$ cat src/rtl/mem_arb_pkg.sv
// Shared types and default widths for the round-robin memory arbiter.
package mem_arb_pkg;

    localparam int DEFAULT_NUM_CORES  = 4;
    localparam int DEFAULT_DATA_WIDTH = 12;
    localparam int DEFAULT_DEPTH      = 256;

    typedef enum logic [1:0] {
        IDLE    = 2'd0,
        ACCESS  = 2'd1,
        RESPOND = 2'd2
    } arb_state_e;

    // Index width of a core number; never narrower than one bit.
    function automatic int grant_width(input int num_cores);
        return (num_cores > 1) ? $clog2(num_cores) : 1;
    endfunction

endpackage

$ cat src/rtl/mem_arbiter_if.sv
// Core request/response bus plus the RAM port of the memory arbiter.
interface mem_arbiter_if #(
    parameter int NUM_CORES  = mem_arb_pkg::DEFAULT_NUM_CORES,
    parameter int DATA_WIDTH = mem_arb_pkg::DEFAULT_DATA_WIDTH,
    parameter int ADDR_WIDTH = $clog2(mem_arb_pkg::DEFAULT_DEPTH)
);
    logic [NUM_CORES-1:0]            reqValid;
    logic [NUM_CORES-1:0]            reqWrite;
    logic [NUM_CORES*ADDR_WIDTH-1:0] reqAddr;
    logic [NUM_CORES*DATA_WIDTH-1:0] reqData;
    logic [NUM_CORES-1:0]            reqReady;
    logic [NUM_CORES-1:0]            respValid;
    logic [DATA_WIDTH-1:0]           respData;
    logic [ADDR_WIDTH-1:0]           ramAddress;
    logic [DATA_WIDTH-1:0]           ramDataIn;
    logic                            ramWriteEn;
    logic [DATA_WIDTH-1:0]           ramDataOut;

    modport slave (
        input  reqValid, reqWrite, reqAddr, reqData, ramDataOut,
        output reqReady, respValid, respData, ramAddress, ramDataIn, ramWriteEn
    );

    modport master (
        output reqValid, reqWrite, reqAddr, reqData, ramDataOut,
        input  reqReady, respValid, respData, ramAddress, ramDataIn, ramWriteEn
    );
endinterface

$ cat src/rtl/mem_arbiter_rr_arbiter.sv
// Combinational one-hot picker: round-robin from last_grant+1, or strict
// lowest-index priority when MEM_ARB_FIXED_PRIORITY_EN is defined.
module rr_arbiter
    import mem_arb_pkg::*;
#(
    parameter int NUM_CORES   = DEFAULT_NUM_CORES,
    parameter int GRANT_WIDTH = grant_width(NUM_CORES)
) (
    input  logic [NUM_CORES-1:0]   req,
    input  logic [GRANT_WIDTH-1:0] last_grant,
    output logic [NUM_CORES-1:0]   grant,
    output logic [GRANT_WIDTH-1:0] grant_idx,
    output logic                   grant_valid
);

`ifdef MEM_ARB_FIXED_PRIORITY_EN
    logic unused_last_grant_s;
    assign unused_last_grant_s = ^last_grant;

    // Scan from the top down so the lowest-index requester is written last.
    always_comb begin
        grant       = '0;
        grant_idx   = '0;
        grant_valid = 1'b0;
        for (int i = NUM_CORES - 1; i >= 0; i--) begin
            if (req[i]) begin
                grant_idx   = GRANT_WIDTH'(i);
                grant_valid = 1'b1;
            end else begin
                grant_valid = grant_valid;
            end
        end
        if (grant_valid) begin
            grant[grant_idx] = 1'b1;
        end else begin
            grant = '0;
        end
    end
`else
    // Scan the widest offset first so the nearest requester after last_grant wins.
    always_comb begin
        logic [GRANT_WIDTH:0] cand_s;
        grant       = '0;
        grant_idx   = '0;
        grant_valid = 1'b0;
        cand_s      = '0;
        for (int off = NUM_CORES; off >= 1; off--) begin
            cand_s = {1'b0, last_grant} + (GRANT_WIDTH+1)'(off);
            if (cand_s >= (GRANT_WIDTH+1)'(NUM_CORES)) begin
                cand_s = cand_s - (GRANT_WIDTH+1)'(NUM_CORES);
            end else begin
                cand_s = cand_s;
            end
            if (req[cand_s[GRANT_WIDTH-1:0]]) begin
                grant_idx   = cand_s[GRANT_WIDTH-1:0];
                grant_valid = 1'b1;
            end else begin
                grant_valid = grant_valid;
            end
        end
        if (grant_valid) begin
            grant[grant_idx] = 1'b1;
        end else begin
            grant = '0;
        end
    end
`endif

endmodule

$ cat src/rtl/mem_arbiter.sv
// Arbitrates core loads/stores onto a single-port read-first RAM and returns
// the RAM read data as a one-cycle response. MEM_ARB_FIXED_PRIORITY_EN selects
// strict priority instead of round-robin.
module mem_arbiter
    import mem_arb_pkg::*;
#(
    parameter int NUM_CORES  = DEFAULT_NUM_CORES,
    parameter int DATA_WIDTH = DEFAULT_DATA_WIDTH,
    parameter int DEPTH      = DEFAULT_DEPTH,
    parameter int ADDR_WIDTH = $clog2(DEPTH)
) (
    input  logic          clock,
    input  logic          reset,
    mem_arbiter_if.slave  bus
);

    localparam int GW = grant_width(NUM_CORES);

    arb_state_e            state_q, state_d;
    logic [GW-1:0]         last_grant_q, last_grant_d;
    logic [GW-1:0]         win_q, win_d;
    logic                  wr_q, wr_d;
    logic [ADDR_WIDTH-1:0] addr_q, addr_d;
    logic [DATA_WIDTH-1:0] data_q, data_d;

    logic [NUM_CORES-1:0]  gnt_s;
    logic [GW-1:0]         gnt_idx_s;
    logic                  gnt_valid_s;
    logic [NUM_CORES-1:0]  req_ready_s;

    rr_arbiter #(
        .NUM_CORES   (NUM_CORES),
        .GRANT_WIDTH (GW)
    ) u_rr_arbiter (
        .req         (bus.reqValid),
        .last_grant  (last_grant_q),
        .grant       (gnt_s),
        .grant_idx   (gnt_idx_s),
        .grant_valid (gnt_valid_s)
    );

    // Next-state: IDLE and RESPOND both act as accept windows.
    always_comb begin
        state_d      = state_q;
        last_grant_d = last_grant_q;
        win_d        = win_q;
        wr_d         = wr_q;
        addr_d       = addr_q;
        data_d       = data_q;
        req_ready_s  = '0;
        case (state_q)
            IDLE, RESPOND: begin
                if (gnt_valid_s) begin
                    req_ready_s  = gnt_s;
                    win_d        = gnt_idx_s;
                    last_grant_d = gnt_idx_s;
                    wr_d         = bus.reqWrite[gnt_idx_s];
                    addr_d       = bus.reqAddr[gnt_idx_s*ADDR_WIDTH +: ADDR_WIDTH];
                    data_d       = bus.reqData[gnt_idx_s*DATA_WIDTH +: DATA_WIDTH];
                    state_d      = ACCESS;
                end else begin
                    state_d      = IDLE;
                end
            end
            ACCESS:  state_d = RESPOND;
            default: state_d = IDLE;
        endcase
    end

    // State and latched-request registers.
    always_ff @(posedge clock) begin
        if (reset) begin
            state_q      <= IDLE;
            last_grant_q <= GW'(NUM_CORES - 1);
            win_q        <= '0;
            wr_q         <= 1'b0;
            addr_q       <= '0;
            data_q       <= '0;
        end else begin
            state_q      <= state_d;
            last_grant_q <= last_grant_d;
            win_q        <= win_d;
            wr_q         <= wr_d;
            addr_q       <= addr_d;
            data_q       <= data_d;
        end
    end

    // Outputs; reset gates everything so an in-flight write or response is dropped.
    always_comb begin
        bus.reqReady   = '0;
        bus.respValid  = '0;
        bus.respData   = '0;
        bus.ramAddress = '0;
        bus.ramDataIn  = '0;
        bus.ramWriteEn = 1'b0;
        if (!reset) begin
            bus.reqReady   = req_ready_s;
            bus.ramAddress = addr_q;
            bus.ramDataIn  = data_q;
            bus.ramWriteEn = (state_q == ACCESS) && wr_q;
            if (state_q == RESPOND) begin
                bus.respValid[win_q] = 1'b1;
                bus.respData         = bus.ramDataOut;
            end else begin
                bus.respData = '0;
            end
        end else begin
            bus.reqReady = '0;
        end
    end

endmodule
$ cat src/flat_wrapper.sv
// flat-port wrapper written by rule: the top's interface ports become plain ports
module mem_arbiter_flat import mem_arb_pkg::*;
#(
    parameter int NUM_CORES  = DEFAULT_NUM_CORES,
    parameter int DATA_WIDTH = DEFAULT_DATA_WIDTH,
    parameter int DEPTH      = DEFAULT_DEPTH,
    parameter int ADDR_WIDTH = $clog2(DEPTH)
)
  (clock, reset, bus_reqValid, bus_reqWrite, bus_reqAddr, bus_reqData, bus_ramDataOut, bus_reqReady, bus_respValid, bus_respData, bus_ramAddress, bus_ramDataIn, bus_ramWriteEn);
  mem_arbiter_if #(.NUM_CORES(NUM_CORES), .DATA_WIDTH(DATA_WIDTH), .ADDR_WIDTH(ADDR_WIDTH)) bus_i ();
  input  logic clock;
  input  logic reset;
  input wire logic [$bits(bus_i.reqValid)-1:0] bus_reqValid;
  input wire logic [$bits(bus_i.reqWrite)-1:0] bus_reqWrite;
  input wire logic [$bits(bus_i.reqAddr)-1:0] bus_reqAddr;
  input wire logic [$bits(bus_i.reqData)-1:0] bus_reqData;
  input wire logic [$bits(bus_i.ramDataOut)-1:0] bus_ramDataOut;
  output wire logic [$bits(bus_i.reqReady)-1:0] bus_reqReady;
  output wire logic [$bits(bus_i.respValid)-1:0] bus_respValid;
  output wire logic [$bits(bus_i.respData)-1:0] bus_respData;
  output wire logic [$bits(bus_i.ramAddress)-1:0] bus_ramAddress;
  output wire logic [$bits(bus_i.ramDataIn)-1:0] bus_ramDataIn;
  output wire logic [$bits(bus_i.ramWriteEn)-1:0] bus_ramWriteEn;
  assign bus_i.reqValid = bus_reqValid;
  assign bus_i.reqWrite = bus_reqWrite;
  assign bus_i.reqAddr = bus_reqAddr;
  assign bus_i.reqData = bus_reqData;
  assign bus_i.ramDataOut = bus_ramDataOut;
  assign bus_reqReady = bus_i.reqReady;
  assign bus_respValid = bus_i.respValid;
  assign bus_respData = bus_i.respData;
  assign bus_ramAddress = bus_i.ramAddress;
  assign bus_ramDataIn = bus_i.ramDataIn;
  assign bus_ramWriteEn = bus_i.ramWriteEn;
  mem_arbiter #(.NUM_CORES(NUM_CORES), .DATA_WIDTH(DATA_WIDTH), .DEPTH(DEPTH), .ADDR_WIDTH(ADDR_WIDTH)) u_core (.clock(clock), .reset(reset), .bus(bus_i));
endmodule
$ cat config.mk
export PLATFORM = sky130hd
export DESIGN_NAME = mem_arbiter_flat
export DESIGN_NICKNAME = d
export VERILOG_FILES = /design/src/rtl/mem_arb_pkg.sv /design/src/rtl/mem_arbiter_if.sv /design/src/rtl/mem_arbiter_rr_arbiter.sv /design/src/rtl/mem_arbiter.sv /design/src/flat_wrapper.sv
export SDC_FILE = /design/constraint.sdc
export NUM_CORES = 1
export LEC_CHECK = 0
export BUFFER_PORTS_ARGS = -buffer_cell sky130_fd_sc_hd__buf_4
export CORE_MARGIN = 1
export CORE_UTILIZATION = 37
export DETAILED_ROUTE_END_ITERATION = 7
export PLACE_DENSITY = 0.77
export SLEW_MARGIN = 0
export SYNTH_ARGS = -nofsm -noshare
export SYNTH_HDL_FRONTEND = slang
export SYNTH_SLANG_ARGS = --single-unit
$ cat constraint.sdc
create_clock -name clock -period 1.4 [get_ports clock]
set_input_delay 0.14 -clock clock [delete_from_list [all_inputs] [get_ports clock]]
set_output_delay 0.14 -clock clock [all_outputs]
set_load 0.02 [all_outputs]
== Word-level counts from Yosys, hierarchy flattened ==
Index checks and enable logic that the tools add are counted.
Cells by class
  $lt $le $gt $ge: 12
  reductions and logical operators: 6
  equality and inequality tests: 2
  shifts and indexed selects: 2
  $add $sub $neg: 8
  mux-type cells: 38
  multiply operators: 1
Operators by type and width (number)
  variable part select 48 x 7 -> 12 bit: 1
  2-to-1 mux 12 bit: 3
  variable part select 32 x 6 -> 8 bit: 1
  2-to-1 mux 4 bit: 5
  < comparator 2 x 3 -> 1 bit (second input constant): 6
  2-to-1 mux 2 bit: 8
  2-to-1 mux 1 bit: 13
  greater-or-equal comparator 3 bit (second input constant): 4
  binary-select mux 1 bit (select 2 bit): 5
  2-to-1 mux 8 bit: 1
  subtractor 2 x 1 -> 2 bit (second input constant): 4
  adder 2 x 2 -> 3 bit (second input constant): 2
  demux 1 bit (select 2 bit): 2
  greater-or-equal comparator 2 x 1 -> 1 bit (second input constant): 2
  multiplier 2 x 2 -> 4 bit (second input constant): 1
  case mux 2 bit (2 select lines): 1
  adder 2 x 1 -> 3 bit (second input constant): 1
  adder 2 x 3 -> 3 bit (second input constant): 1
  logical AND 1 bit: 3
  == test 2 x 1 -> 1 bit (second input constant): 1
  == test 2 bit (second input constant): 1
  logical NOT 2 bit: 1
  AND reduction 2 bit: 1
  OR reduction 2 bit: 1
Storage, ports and cells
  logic and storage cells: 75
  input bits: 102
  register bits: 27

== Longest topological paths before layout ==
  depth in word-level cells: 16
  gate-level depth with buffers: 7
  gate-level depth less buffers: 6

== Cells and area by module ==
Synthesis repeated with hierarchy kept, for this count alone.
Second synthesis, totals
  cell total of the unflattened synthesis: 220
  area total of the unflattened synthesis: 2057.0 um^2
Modules (own cells, without submodules)
  mem_arbiter: area each 1809.2 um^2, instances 1, cells each 186
  rr_arbiter: area each 247.7 um^2, instances 1, cells each 34

== Worst setup path after synthesis ==
OpenSTA, ideal clock, no wires.
  kind: reg2out
  from: register u_core.last_grant_q[0]
  to: output bus_reqReady[3]
  buffers on the path: 2
  stages on the path, launching flop included: 7
  path slack: -0.341 ns
  data arrival time: 1.601 ns
  cells stage by stage: dfxtp_1 -> nand2b_1 -> a21o_1 -> and3_4 -> buf_8 -> buf_12 -> nor3_1
Between the ends
  word-level cells in the longest chain between the ends: 16
  elaborated cells between the ends (all ways): 40
  those cells by class: add/sub (8); order compare (6); mux (25); reduce/logical (1)
Ends and longest elaborated chain
  from (decl): RTL line mem_arbiter.sv:20  | logic [GW-1:0] last_grant_q, last_grant_d;
  from (signal assigned): RTL line mem_arbiter.sv:74  | last_grant_q <= GW'(NUM_CORES - 1);
  from (signal assigned): RTL line mem_arbiter.sv:81  | last_grant_q <= last_grant_d;
  adder 2 x 3 -> 3 bit: RTL line mem_arbiter_rr_arbiter.sv:48  | cand_s = {1'b0, last_grant} + (GRANT_WIDTH+1)'(off);
  greater-or-equal comparator 3 bit / subtractor 2 x 1 -> 2 bit (equally long branches): RTL line mem_arbiter_rr_arbiter.sv:49, mem_arbiter_rr_arbiter.sv:50
  2-to-1 mux 2 bit: RTL line mem_arbiter_rr_arbiter.sv:49  | if (cand_s >= (GRANT_WIDTH+1)'(NUM_CORES)) begin
  binary-select mux 1 bit (select 2 bit): RTL line mem_arbiter_rr_arbiter.sv:54  | if (req[cand_s[GRANT_WIDTH-1:0]]) begin
  2-to-1 mux 1 bit (implied by the code): RTL line mem_arbiter_rr_arbiter.sv:54
  2-to-1 mux 2 bit (4 in series): RTL line mem_arbiter_rr_arbiter.sv:54
  < comparator 2 x 3 -> 1 bit (implied by the code) / greater-or-equal comparator 2 x 1 -> 1 bit (equally long branches): RTL line mem_arbiter_rr_arbiter.sv:62  | grant[grant_idx] = 1'b1;
  logical AND 1 bit (implied by the code): RTL line mem_arbiter_rr_arbiter.sv:62
  2-to-1 mux 1 bit (implied by the code): RTL line mem_arbiter_rr_arbiter.sv:62
  demux 1 bit (select 2 bit): RTL line mem_arbiter_rr_arbiter.sv:62
  2-to-1 mux 4 bit *: RTL line mem_arbiter.sv:53  | if (gnt_valid_s) begin
  2-to-1 mux 4 bit *: RTL line mem_arbiter.sv:51  | case (state_q)
  2-to-1 mux 4 bit *: RTL line mem_arbiter.sv:97  | if (!reset) begin
  to (decl): RTL line flat_wrapper.sv:18  | output wire logic [$bits(bus_i.reqReady)-1:0] bus_reqReady;
Every way passes the cells marked *; elsewhere a longest branch is shown, timed or not. The select of a mux whose other input is x is not followed.

== Worst setup path after layout ==
  from: register u_core.last_grant_q[0]
  to: output bus_reqReady[0]
Same word-level chain as after synthesis.

==> impl_metrics.toml <==
[detailed_routing]
first_pass_iters = 4
drc = 0
wirelength_mm = 7.455
ant_nets = 0
viasPerCell = 5.242
drt_first_iter_violations = 163
vias = 2385
avgRoutedWirePerCell_um = 16.38

[floorplan]
placementRows = 26
ios = 143
initial_core_util = 0.3861
die_x_um = 75
core_mm2 = 0.005107
die_y_um = 75
die_area_mm2 = 0.005625

[global_route]
grt_usage = 0.2446
grt_pass1_wl_mm = 10.47
grt.overflow.total = 0
grt_max_degree = 21
grt_pass1_vias = 2249
grt_antenna_before_repair = 0

[sta]
fin_crit_sh = 1.241
hold_viol_final = 0
fin_skew_ps = 10.29
maxSlewHeadroom = 0.7456
setup_viol = 44
final-max-slew-violation-count = 0
rsz0062_at_grt = "true"
worst_slack_ps = -337.7
tightest_slew_ps = 379.0
hold_slack_ps = 135.2
tns_ps = -8711
min_period_ps = 1738
fmax_ghz = 0.5755

[outcome]
status = "complete, but fails checks"
violations = "negative setup slack"

[layout]
diodes = 0
final_cell_mix = "buf_4, buf_6, nor2_1"
fillCellCount = 368
regArea_um2 = 549.3
final_common_cell = "buf_4"
nets = 488
syn2layout_area_growth_pct = 93.65
final_area_mm2 = 0.003819
multiInputGateArea_mm2 = 0.001639
drive_gt1_frac = 0.6675

[setup_path]
worstPathCellList = "nand2b_4 -> a21o_4 -> and3_4 -> buf_12 -> and3_4 -> buf_6"
cp_common_cell = "and3_4"
slowest_delay_ps = 350
crit_slowest_cell = "dfxtp_2"
crit_path_end_kind = "output port"
cp_num_buf_inv = 2
worstSetupEndpoint = "bus_reqReady[0]"
crit_path_start = "u_core.last_grant_q[0]"
cp_num_cells = 6
reg2reg_from = "u_core.last_grant_q[0]"
crit_arrival_ps = 1600
r2r_cells = 7
rrSetupSlack_ps = -270
path_delay_family = "simple AND/OR/NAND/NOR gates"
r2r-end = "u_core.data_q[4]"
start_kind = "register"
crit_required_ps = 1260
crit_path_max_fanout = 4
crit_type = "reg -> out"

[logic_synthesis]
synth.avg_cell_area_um2 = 8.725
syn-instance-count = 226
syn-cell-area_mm2 = 0.001972
yosys.cell_types.count = 31
yosysSeqAreaShare = 0.2741
synth_nets = 328
synth-seq-cells = 27
synth_warnings = 0

[pwr]
p_per_area_mw_per_mm2 = 796.6
power.total_mw = 3.042
cellLeakagePower_nw = 1.724
ir_drop_mv = 0.7515

[flow_run]
maxCapViolations = 0

[clock_tree]
cts_buffer_depth = 2
clk_pin_slew_ps = 100
clock_sinks = 27
h-tree-depth = 1
root_buffer = "clkbuf_8"
clkLatencyLatePin_ps = 280
cts_made_buffers = 3
cts_tree = "built"

[placed_design]
postPlaceCellArea_mm2 = 0.003338
dp_hpwl_mm = 5.160
port_buffers = 142
place.gp.congestion = 0.8223

[worst_hold_path]
min_path_type = "in -> reg"
hold_start = "reset"
==> stage by stage <==
stage          instances  setup slack, ps    util
3_3_place_gp         440           -89.68  0.6536
3_5_place_dp         440           -131.2  0.6536
2_1_floorplan        226           -57.28       -
4_1_cts              455           -308.7  0.7031
5_1_grt              455           -379.4  0.7477
6_report             455           -337.7  0.7477
==> worst min-delay path by stage <==
stage                              endpoint  slack [ps]  depth (start not counted)
after floorplan           u_core.data_q[10]         370                          2
after global placement    u_core.state_q[1]         410                          1
after detailed placement  u_core.state_q[1]         410                          1
after CTS                   u_core.win_q[0]         120                          2
after global routing        u_core.win_q[0]         140                          2
final                       u_core.win_q[0]         140                          2
==> layer usage <==
layer  wire (um)  GRT usage  part of all wire  vias up
met4          91    0.05870             0.012        0
met3         358    0.04016             0.048       10
li1            -          -                 -     1149
met5           0          0                 0        -
met1        3053     0.3024              0.41     1131
met2        3951     0.4424              0.53       95
==> cell type report <==
class | count | area share
clock inverter | 1 | 0.001311
multi-input combinational | 177 | 0.4292
tap | 70 | 0.02294
clock buffer | 3 | 0.01081
sequential | 27 | 0.1438
timing repair buffer | 176 | 0.3909
inverter | 1 | 0.0009830
==> logic make-up (layout without fill, tap and decap cells) <==
group / count (synthesis) / count (layout) / synth area share
AOI/OAI and AO/OA: 51 / 51 / 0.2221
buffers and inverters: 22 / 181 / 0.06852
DFF: 27 / 27 / 0.2741
muxes: 23 / 23 / 0.1168
and+or+nand+nor: 103 / 103 / 0.3185
==> cells in the mapped netlist <==
cell / instances / share of area
a211o_1: 1 / 0.0044
a211oi_1: 34 / 0.13
a211oi_2: 7 / 0.044
a21o_1: 2 / 0.0076
a21oi_1: 1 / 0.0025
a21oi_4: 1 / 0.0083
a31o_2: 1 / 0.0044
and2_1: 13 / 0.041
and3_1: 3 / 0.0095
and3_4: 1 / 0.0057
and3b_1: 1 / 0.0044
and4_1: 20 / 0.089
buf_12: 2 / 0.020
buf_2: 7 / 0.018
buf_8: 1 / 0.0076
clkbuf_1: 11 / 0.021
dfxtp_1: 27 / 0.27
inv_2: 1 / 0.0019
mux2i_1: 23 / 0.12
nand2_1: 4 / 0.0076
nand2b_1: 4 / 0.013
nand3_1: 1 / 0.0025
nor2_1: 27 / 0.051
nor2b_1: 21 / 0.067
nor2b_2: 1 / 0.0044
nor3_1: 2 / 0.0051
nor3b_1: 4 / 0.015
o21ai_1: 2 / 0.0051
o21ai_4: 1 / 0.0083
o221ai_2: 1 / 0.0076
or2_2: 1 / 0.0032
==> report_power, final <==
group | total, mW | switching, mW | internal, mW | leakage, nW
Sequential | 0.948 | 0.0540 | 0.894 | 0.226
Clock | 0.449 | 0.250 | 0.200 | 0.0255
Combinational | 1.64 | 0.776 | 0.868 | 1.47
Total | 3.04 | 1.08 | 1.96 | 1.72
==> what timing repair did <==
action / CTS / global route
buffers inserted: 10 / 3
setup endpoints to repair: 43 / 44
pin swaps: 13 / 21
gates cloned: 1 / 0
resized for setup: 34 / 54
hold buffers: 0 / 0
==> state kept, by name (all words and copies together) (netlist names) <==
signal	cells
u_core.last_grant_q	2
u_core.addr_q	8
u_core.state_q	2
u_core.win_q	2
u_core.wr_q	1
u_core.data_q	12
No activity file was read; power rests on OpenSTA's default activity.
